`src/rtl/mux_arb_nx1_if.sv`:
```
// mux_arb_nx1_if: channel inputs, select controls and registered output of the N:1 mux/arbiter
interface mux_arb_nx1_if #(
  parameter int DATA_WIDTH = 1,
  parameter int NUM_CH = 8,
  parameter int SEL_WIDTH = $clog2(NUM_CH)
);
  logic [NUM_CH*DATA_WIDTH-1:0] in_data;
  logic [NUM_CH-1:0] in_valid;
  logic [NUM_CH-1:0] in_ready;
  logic mode;
  logic [SEL_WIDTH-1:0] select;
  logic [DATA_WIDTH-1:0] out_data;
  logic out_valid;
  logic out_ready;
  logic [SEL_WIDTH-1:0] out_channel;
  modport master (
    output in_data, in_valid, mode, select, out_ready,
    input in_ready, out_data, out_valid, out_channel
  );
  modport slave (
    input in_data, in_valid, mode, select, out_ready,
    output in_ready, out_data, out_valid, out_channel
  );
endinterface

```
`src/rtl/mux_arb_nx1.sv`:
```
// mux_arb_nx1: registered N:1 mux with direct-select or round-robin arbitration.
// Define MUX_ARB_BURST_EN to let a round-robin winner keep the grant for up to BURST_LEN transfers.
module mux_arb_nx1 #(
  parameter int DATA_WIDTH = 1,
  parameter int NUM_CH = 8,
  parameter int SEL_WIDTH = $clog2(NUM_CH),
  parameter int BURST_LEN = 4
) (
  input logic clk,
  input logic reset_n,
  mux_arb_nx1_if.slave bus
);
  typedef enum logic {EMPTY, FULL} state_t;
  state_t state, state_nx;
  logic [SEL_WIDTH-1:0] rr_ptr, gnt, idx, ch_q;
  logic [NUM_CH-1:0] gnt_hot, rr_hot, rdy;
  logic [DATA_WIDTH-1:0] gnt_data, dat_q;
  logic load, xfer, hold;
`ifdef MUX_ARB_BURST_EN
  localparam int CW = $clog2(BURST_LEN + 1);
  logic [CW-1:0] cnt;
  assign hold = cnt != '0 && cnt < CW'(BURST_LEN) && bus.in_valid[rr_ptr];
  always_ff @(posedge clk or negedge reset_n)
    if (!reset_n) cnt <= '0;
    else if (xfer) cnt <= bus.mode ? (hold ? cnt + 1'b1 : CW'(1)) : '0;
    else if (!bus.in_valid[rr_ptr]) cnt <= '0;
`else
  assign hold = 1'b0;
`endif
  // search downward so the nearest valid channel after rr_ptr is written last
  always_comb begin
    idx = '0;
    rr_hot = '0;
    if (hold) rr_hot[rr_ptr] = 1'b1;
    else
      for (int k = NUM_CH; k >= 1; k--) begin
        idx = SEL_WIDTH'((int'(rr_ptr) + k) % NUM_CH);
        if (bus.in_valid[idx]) begin
          rr_hot = '0;
          rr_hot[idx] = 1'b1;
        end
      end
    gnt_hot = '0;
    gnt = '0;
    gnt_data = '0;
    for (int i = 0; i < NUM_CH; i++) begin
      gnt_hot[i] = bus.mode ? rr_hot[i] : bus.select == SEL_WIDTH'(i);
      if (gnt_hot[i]) begin
        gnt = SEL_WIDTH'(i);
        gnt_data = bus.in_data[i*DATA_WIDTH +: DATA_WIDTH];
      end
    end
    load = state == EMPTY || bus.out_ready;
    rdy = reset_n && load ? gnt_hot : '0;
    xfer = |(rdy & bus.in_valid);
  end
  always_ff @(posedge clk or negedge reset_n)
    if (!reset_n) state <= EMPTY;
    else state <= state_nx;
  always_comb state_nx = xfer ? FULL : (bus.out_ready ? EMPTY : state);
  always_comb begin
    bus.out_valid = state == FULL;
    bus.out_data = dat_q;
    bus.out_channel = ch_q;
    bus.in_ready = rdy;
  end
  always_ff @(posedge clk or negedge reset_n)
    if (!reset_n) begin
      dat_q <= '0;
      ch_q <= '0;
      rr_ptr <= SEL_WIDTH'(NUM_CH - 1);
    end else if (xfer) begin
      dat_q <= gnt_data;
      ch_q <= gnt;
      if (bus.mode) rr_ptr <= gnt;
    end
endmodule

```
`src/flat_wrapper.sv`:
```
// flat-port wrapper written by rule: the top's interface ports become plain ports
module mux_arb_nx1_flat 
#(
  parameter int DATA_WIDTH = 1,
  parameter int NUM_CH = 8,
  parameter int SEL_WIDTH = $clog2(NUM_CH),
  parameter int BURST_LEN = 4
)
  (clk, reset_n, bus_in_data, bus_in_valid, bus_mode, bus_select, bus_out_ready, bus_in_ready, bus_out_data, bus_out_valid, bus_out_channel);
  mux_arb_nx1_if #(.DATA_WIDTH(DATA_WIDTH), .NUM_CH(NUM_CH), .SEL_WIDTH(SEL_WIDTH)) bus_i ();
  input logic clk;
  input logic reset_n;
  input wire logic [$bits(bus_i.in_data)-1:0] bus_in_data;
  input wire logic [$bits(bus_i.in_valid)-1:0] bus_in_valid;
  input wire logic [$bits(bus_i.mode)-1:0] bus_mode;
  input wire logic [$bits(bus_i.select)-1:0] bus_select;
  input wire logic [$bits(bus_i.out_ready)-1:0] bus_out_ready;
  output wire logic [$bits(bus_i.in_ready)-1:0] bus_in_ready;
  output wire logic [$bits(bus_i.out_data)-1:0] bus_out_data;
  output wire logic [$bits(bus_i.out_valid)-1:0] bus_out_valid;
  output wire logic [$bits(bus_i.out_channel)-1:0] bus_out_channel;
  assign bus_i.in_data = bus_in_data;
  assign bus_i.in_valid = bus_in_valid;
  assign bus_i.mode = bus_mode;
  assign bus_i.select = bus_select;
  assign bus_i.out_ready = bus_out_ready;
  assign bus_in_ready = bus_i.in_ready;
  assign bus_out_data = bus_i.out_data;
  assign bus_out_valid = bus_i.out_valid;
  assign bus_out_channel = bus_i.out_channel;
  mux_arb_nx1 #(.DATA_WIDTH(DATA_WIDTH), .NUM_CH(NUM_CH), .SEL_WIDTH(SEL_WIDTH), .BURST_LEN(BURST_LEN)) u_core (.clk(clk), .reset_n(reset_n), .bus(bus_i));
endmodule
```
`config.mk`:
```
export PLATFORM = sky130hd
export DESIGN_NAME = mux_arb_nx1_flat
export DESIGN_NICKNAME = d
export VERILOG_FILES = /design/src/rtl/mux_arb_nx1_if.sv /design/src/rtl/mux_arb_nx1.sv /design/src/flat_wrapper.sv
export SDC_FILE = /design/constraint.sdc
export NUM_CORES = 1
export LEC_CHECK = 0
export ABC_CLOCK_PERIOD_IN_PS = 4700
export BUFFER_PORTS_ARGS = -buffer_cell sky130_fd_sc_hd__buf_2
export CAP_MARGIN = 10
export CORE_MARGIN = 2
export CORE_UTILIZATION = 55
export CTS_BUF_LIST = sky130_fd_sc_hd__clkbuf_4 sky130_fd_sc_hd__clkbuf_8
export DETAILED_ROUTE_END_ITERATION = 10
export MAX_ROUTING_LAYER = met4
export PLACE_DENSITY = 0.84
export SYNTH_ARGS = -nofsm -noshare
export SYNTH_HDL_FRONTEND = slang
export SYNTH_SLANG_ARGS = --single-unit
```
`constraint.sdc`:
```
create_clock -name clk -period 4.7 [get_ports clk]
set_input_delay 0 -clock clk [delete_from_list [all_inputs] [get_ports clk]]
set_output_delay 0 -clock clk [all_outputs]
set_load 0.1 [all_outputs]
```
==> flow_summary.json, run 1 <==
{
  "grt_pass1_vias": 2214,
  "yosysSeqAreaShare_pct": 9.52,
  "ant_nets": 0,
  "synth-main-ff-cell": "dfrtp_1",
  "post-route-period-util_pct": 92.2,
  "cts_hold_buf": 1,
  "floorplan.initialDensity_pct": 57.7,
  "synth_top_family_by_area": "compound AO/OA/AOI/OAI gates",
  "relSlewSlack_pct": 44.4,
  "core_area_mm2": 0.00372,
  "placementRows": 22,
  "synthToLayoutAreaGrowth_pct": 11.4,
  "cts_tree": "built",
  "synth_compound_area_share_pct": 26.2,
  "synth-simple-area-share_pct": 25.8,
  "cp_cell_sequence": "inv_1 > ha_1 > mux4_2 > mux2i_1 > nand3_1 > nor4_2 > o21ai_1 > a21o_1 > a31oi_4 > mux2_1",
  "drv_cap": 0,
  "synthCells": 254,
  "synth-edff-count": 0,
  "synthXorXnorAreaFrac_pct": 1.98,
  "critPathSlowestCell": "mux2i_1",
  "grt_max_degree": 36,
  "ys_top_cells_by_area": "mux4_2 12%, dfrtp_1 5.8%, mux2i_1 5.1%",
  "vias": 2302,
  "synth_top_area_cell": "mux4_2",
  "hold_viol": 0,
  "tns_ps": 0,
  "critical_path_class": "flip-flop to flip-flop",
  "clkLatencyLatePin_ps": 230,
  "start_kind": "flip-flop",
  "wl_per_cell_um": 20.3,
  "slew_violations": 0,
  "fp.dieW_um": 66.4,
  "routed_via_density": 7.00,
  "finalWirelength_um": 6680,
  "slowest_delay_ps": 670,
  "overflow": 0,
  "drcViolationCount": 0,
  "clkSlewWorstSetupHoldPaths_ps": 40,
  "grt_pass1_wl_um": 11000,
  "netlist_area_mm2": 0.00214,
  "crit_start": "u_core.rr_ptr[1]",
  "portBuffers": 35,
  "synth_cell_types": 67,
  "synthesis.nets": 283,
  "synth_top_area_share_pct": 11.6,
  "fillerInstances": 347,
  "outcome": "finished clean",
  "setup_viol": 0,
  "die_area_mm2": 0.00441,
  "rsz0062_at_grt": "false",
  "cts_setup_buffers": 0,
  "tightestPinTransition_ps": 811,
  "synth.area.mux_share_pct": 25.5,
  "min_path_type": "input port to flip-flop",
  "diodes": 0,
  "cts_inserted_buffers": 3,
  "cp.required_ps": 4840,
  "drt_first_pass_iters": 5,
  "finalClockSkew_ps": 4.34,
  "drt_iter0_markers": 415,
  "drive_above_1_share_pct": 28.5,
  "cts_resized": 0,
  "gp_congestion": 1.02,
  "async_reset_ff_share_pct": 100,
  "cts-root-buf": "clkbuf_8",
  "critPathMaxFanout": 10,
  "synthAdderAreaFrac_pct": 3.50,
  "grt_use_total_pct": 33.3,
  "cts_sinks": 8,
  "cts_max_path_buffers": 2,
  "syn_avg_cell_area_um2": 8.44,
  "antenna_found_initial": 0,
  "htreeDepth": 1,
  "r2r-start": "u_core.rr_ptr[1]",
  "worstHoldStart": "bus_out_ready",
  "ys_seq_elements": 8,
  "fin_crit_ps": 4330,
  "nNetsFinal": 311,
  "io_pins": 36,
  "dpl.hpwl_um": 5030,
  "synth_warnings": 0,
  "arrival_ps": 4470,
  "max_freq_mhz": 231,
  "cp-end-kind": "flip-flop",
  "die_h_um": 66.4
}
## path summary, 6_finish.rpt
check | to | slack [ps] | cells after the start
max | u_core.rr_ptr[0] | 370 | 10
min | u_core.bus.out_valid | 100 | 3
max reg2reg | u_core.rr_ptr[0] | 370 | 10
min reg2reg | u_core.bus.out_channel[0] | 490 | 1
max in group asynchronous | u_core.rr_ptr[0] | 4300 | 2
min in group asynchronous | u_core.bus.out_channel[2] | 150 | 2
## layout make-up
| class | instances | area [µm²] | area share (%) |
|---|---|---|---|
| multi-input combinational | 219 | 1780 | 74.4 |
| timing repair buffer | 40 | 260 | 10.9 |
| sequential | 8 | 204 | 8.54 |
| tap | 48 | 60.1 | 2.52 |
| clock buffer | 4 | 48.8 | 2.04 |
| inverter | 10 | 37.5 | 1.57 |
## per-stage QoR
stage | utilization [%] | hold WS (ps) | cell area, µm² | setup slack (ps) | std cells
2_1_floorplan | - | -296 | 2140 | 293 | 254
3_3_place_gp | 62.7 | -145 | 2330 | 601 | 324
3_5_place_dp | 62.7 | -144 | 2330 | 471 | 324
4_1_cts | 64.2 | 100 | 2390 | 388 | 329
5_1_grt | 64.2 | 115 | 2390 | 4.33 | 329
6_report | 64.2 | 101 | 2390 | 367 | 329
## layer usage
layer  GRT usage (%)  vias up  wire, µm
met3            4.77       25       591
li1                -     1045         -
met2            53.1      163      3240
met5               -        -         0
met1            42.5     1069      2640
met4            13.5        0       208
## worst max-delay path: cells and delay by family (launching register included)
kind | cells | cell delay, ps
AOI/OAI and AO/OA | 3 | 660
adders and majority gates | 1 | 570
buffers and inverters | 1 | 180
DFF | 1 | 660
muxes | 3 | 1480
and+or+nand+nor | 2 | 680
## cells in the mapped netlist (2+ instances only)
cell type and count:
dfstp_2 3, or2_2 2, clkbuf_1 7, buf_2 3, o22ai_1 4, buf_6 5
a31oi_1 5, o2111ai_1 2, nand2b_1 3, inv_1 9, ha_1 6, a21o_1 2
dfrtp_1 5, nor3_1 5, o2111a_1 2, nand3_1 12, xnor2_1 2, nand4_1 6
mux2_1 6, a2111oi_4 2, mux4_2 11, nand4b_1 3, mux2i_1 11, nor4_1 3
o21ai_1 3, o211ai_1 4, nor2b_1 14, a21oi_1 10, mux2_2 5, o32ai_1 2
nor2_1 14, and3_1 5, a22oi_2 2, and2_1 3, nand2_1 25, o21ai_0 16
nor3b_1 2
## sequential cells by signal, indices dropped and copies added, names as in the netlist
name / flops
u_core.bus.out_channel: 3
u_core.bus.out_data: 1
u_core.bus.out_valid: 1
u_core.rr_ptr: 3
## layout by cell type (no fill, tap or decap), types with 4 or more instances in the layout
cell type,n
inv_1,9
mux4_2,11
nor2b_1,14
buf_4,4
mux2_1,6
nor3_1,5
o22ai_1,4
nor2_1,14
a21oi_1,10
nand3_1,12
o211ai_1,4
mux2_2,5
mux2i_1,11
and3_1,5
buf_2,32
nand4_1,6
nand2_1,25
ha_1,6
dfrtp_1,5
o21ai_0,16
a31oi_1,5
## cell families (layout without fill, tap and decap cells)
logic type,Yosys count,count (layout)
AND/OR/NAND/NOR,103,103
AO/OA/AOI/OAI,70,70
multiplexers,36,36
buffers and inverters,27,54
flip-flops,8,8
adder cells (fa/ha/maj),6,6
XOR/XNOR,4,4
Power of run 1 is left out: the tool's default activity adds up to more than one toggle a clock period on the data nets, which glitch-free logic cannot reach.
==> run 2, diff against run 1 <==
- ABC_CLOCK_PERIOD_IN_PS: 4700 -> not set
- CAP_MARGIN: 10 -> 20
- CELL_PAD_IN_SITES_DETAIL_PLACEMENT: not set -> 1
- CELL_PAD_IN_SITES_GLOBAL_PLACEMENT: not set -> 2
- CORE_UTILIZATION: 55 -> 35
- PLACE_DENSITY: 0.84 -> 0.89
==> run 2 against run 1 <==
Against the previous run:
- routed wire length up 20%
- clock skew down 2.5 ps
- critical path depth up 1
- via count about the same
- first-iteration DRC count down 28%
- worst setup slack better by 150 ps
- cell area up 2.4%
- utilization down 23 points
- hold slack better by 7.6 ps
- global-route usage down 7.2 points
- non-clock buffer count down 1
- cell count up 7.9%
==> flow_summary.json, run 2 (synthesis results as in run 1) <==
{
  "outcome": "finished clean",
  "finalClockSkew_ps": 1.83,
  "finalWirelength_um": 8020,
  "vias": 2300,
  "post-route-period-util_pct": 89.0,
  "clkLatencyLatePin_ps": 230,
  "grt_pass1_vias": 2469,
  "arrival_ps": 4340,
  "dp_cells": 350,
  "seq_area_um2": 204,
  "setup_viol": 0,
  "fin_crit_ps": 4180,
  "reg2reg_depth": 11,
  "hold_depth": 3,
  "portBuffers": 35,
  "drv_cap": 0,
  "multiInputGateArea_mm2": 0.00178,
  "max_freq_mhz": 239,
  "relSlewSlack_pct": 39.2,
  "rsz0062_at_grt": "false",
  "diodes": 0,
  "routed_via_density": 6.48,
  "min_path_type": "input port to flip-flop",
  "critical_path_class": "flip-flop to flip-flop",
  "floorplan.initialDensity_pct": 36.2,
  "critPathMaxFanout": 11,
  "antenna_found_initial": 0,
  "io_pins": 36,
  "cts_sinks": 8,
  "core_area_mm2": 0.00592,
  "cts_resized": 0,
  "final_common_cell": "buf_2",
  "synthToLayoutAreaGrowth_pct": 14.0,
  "stdcell_count": 355,
  "grt_use_total_pct": 26.1,
  "cts_inserted_buffers": 3,
  "min_delay_worst_endpoint": "u_core.bus.out_valid",
  "ant_nets": 0,
  "fillerInstances": 701,
  "clkSlewWorstSetupHoldPaths_ps": 40,
  "tns_ps": 0,
  "cp-end-kind": "flip-flop",
  "grt_pass1_wl_um": 13100,
  "slew_violations": 0,
  "drive_above_1_share_pct": 28.2,
  "overflow": 0,
  "hold_viol": 0,
  "die_area_mm2": 0.00677,
  "placementRows": 28,
  "fp.dieW_um": 82.3,
  "drt_first_pass_iters": 4,
  "grt_max_degree": 36,
  "reg2reg_slack_ps": 520,
  "drt_iter0_markers": 298,
  "dpl.hpwl_um": 6080,
  "r2r-end": "u_core.rr_ptr[2]",
  "die_h_um": 82.3,
  "cts_tree": "built",
  "wl_per_cell_um": 22.6,
  "layout_common_cells": "30 x buf_2, 25 x nand2_1, 16 x o21ai_0",
  "holdWs_ps": 108,
  "start_kind": "flip-flop",
  "tightestPinTransition_ps": 906,
  "cts-root-buf": "clkbuf_8",
  "drcViolationCount": 0,
  "cts_max_path_buffers": 2,
  "htreeDepth": 1,
  "r2r-start": "u_core.rr_ptr[1]",
  "gp_congestion": 0.984,
  "cp.required_ps": 4850,
  "worstHoldStart": "bus_out_ready",
  "nNetsFinal": 310
}
run 2: cell types whose count changed in the layout (fill, tap and decap cells not counted):
cell / previous run / this run
buf_12: 3 / 5
buf_2: 32 / 30
buf_4: 4 / 3
run 2: worst max-delay path by stage:
| stage | startpoint | to | slack (ps) | cells past startpoint |
|---|---|---|---|---|
| 2_1_floorplan | u_core.rr_ptr[0] | bus_in_ready[0] | 290 | 11 |
| 3_3_place_gp | u_core.rr_ptr[1] | u_core.rr_ptr[0] | 690 | 11 |
| 3_5_place_dp | u_core.rr_ptr[1] | u_core.rr_ptr[2] | 570 | 11 |
| 4_1_cts | u_core.rr_ptr[1] | u_core.rr_ptr[2] | 530 | 11 |
| 5_1_grt | u_core.rr_ptr[1] | u_core.rr_ptr[0] | 240 | 11 |
| 6_report | u_core.rr_ptr[1] | u_core.rr_ptr[2] | 520 | 11 |
run 2: routing by layer:
| metal | wire length (µm) | up-vias | track usage (%) |
|---|---|---|---|
| met1 | 3300 | 1132 | 33.7 |
| met5 | 0 | - | - |
| met3 | 598 | 21 | 2.61 |
| met2 | 3860 | 106 | 42.3 |
| met4 | 258 | 0 | 9.83 |
| li1 | - | 1041 | - |
run 2: cell type report:
class,count,area share (%)
flip-flops and latches,8,8.35
inverters,10,1.54
multi-input cells,219,72.7
clock buffers,4,2.00
well taps,75,3.84
repair buffers,39,11.6
run 2: per-stage QoR:
step	instance area [µm²]	setup slack [ps]	util (%)
2_1_floorplan	2140	293	-
3_3_place_gp	2380	691	40.3
3_5_place_dp	2380	573	40.3
4_1_cts	2440	528	41.3
5_1_grt	2440	239	41.3
6_report	2440	517	41.3
run 2: what timing repair did:
| item | in CTS | in global routing |
|---|---|---|
| buffers inserted | 0 | 0 |
| endpoints found under the hold margin | 8 | 0 |
| hold buffers | 1 | 0 |
run 2: worst max-delay path, stage by stage, from the launching register on:
cell and delay [ps]:
dfstp_2 660, inv_1 200, ha_1 520, mux4_2 630, mux2_2 410, o211ai_1 130
a41oi_1 160, a31oi_1 410, a22oi_1 180, a21o_4 260, a31oi_4 180, mux2_1 340
Power of run 2 is left out for the same reason.
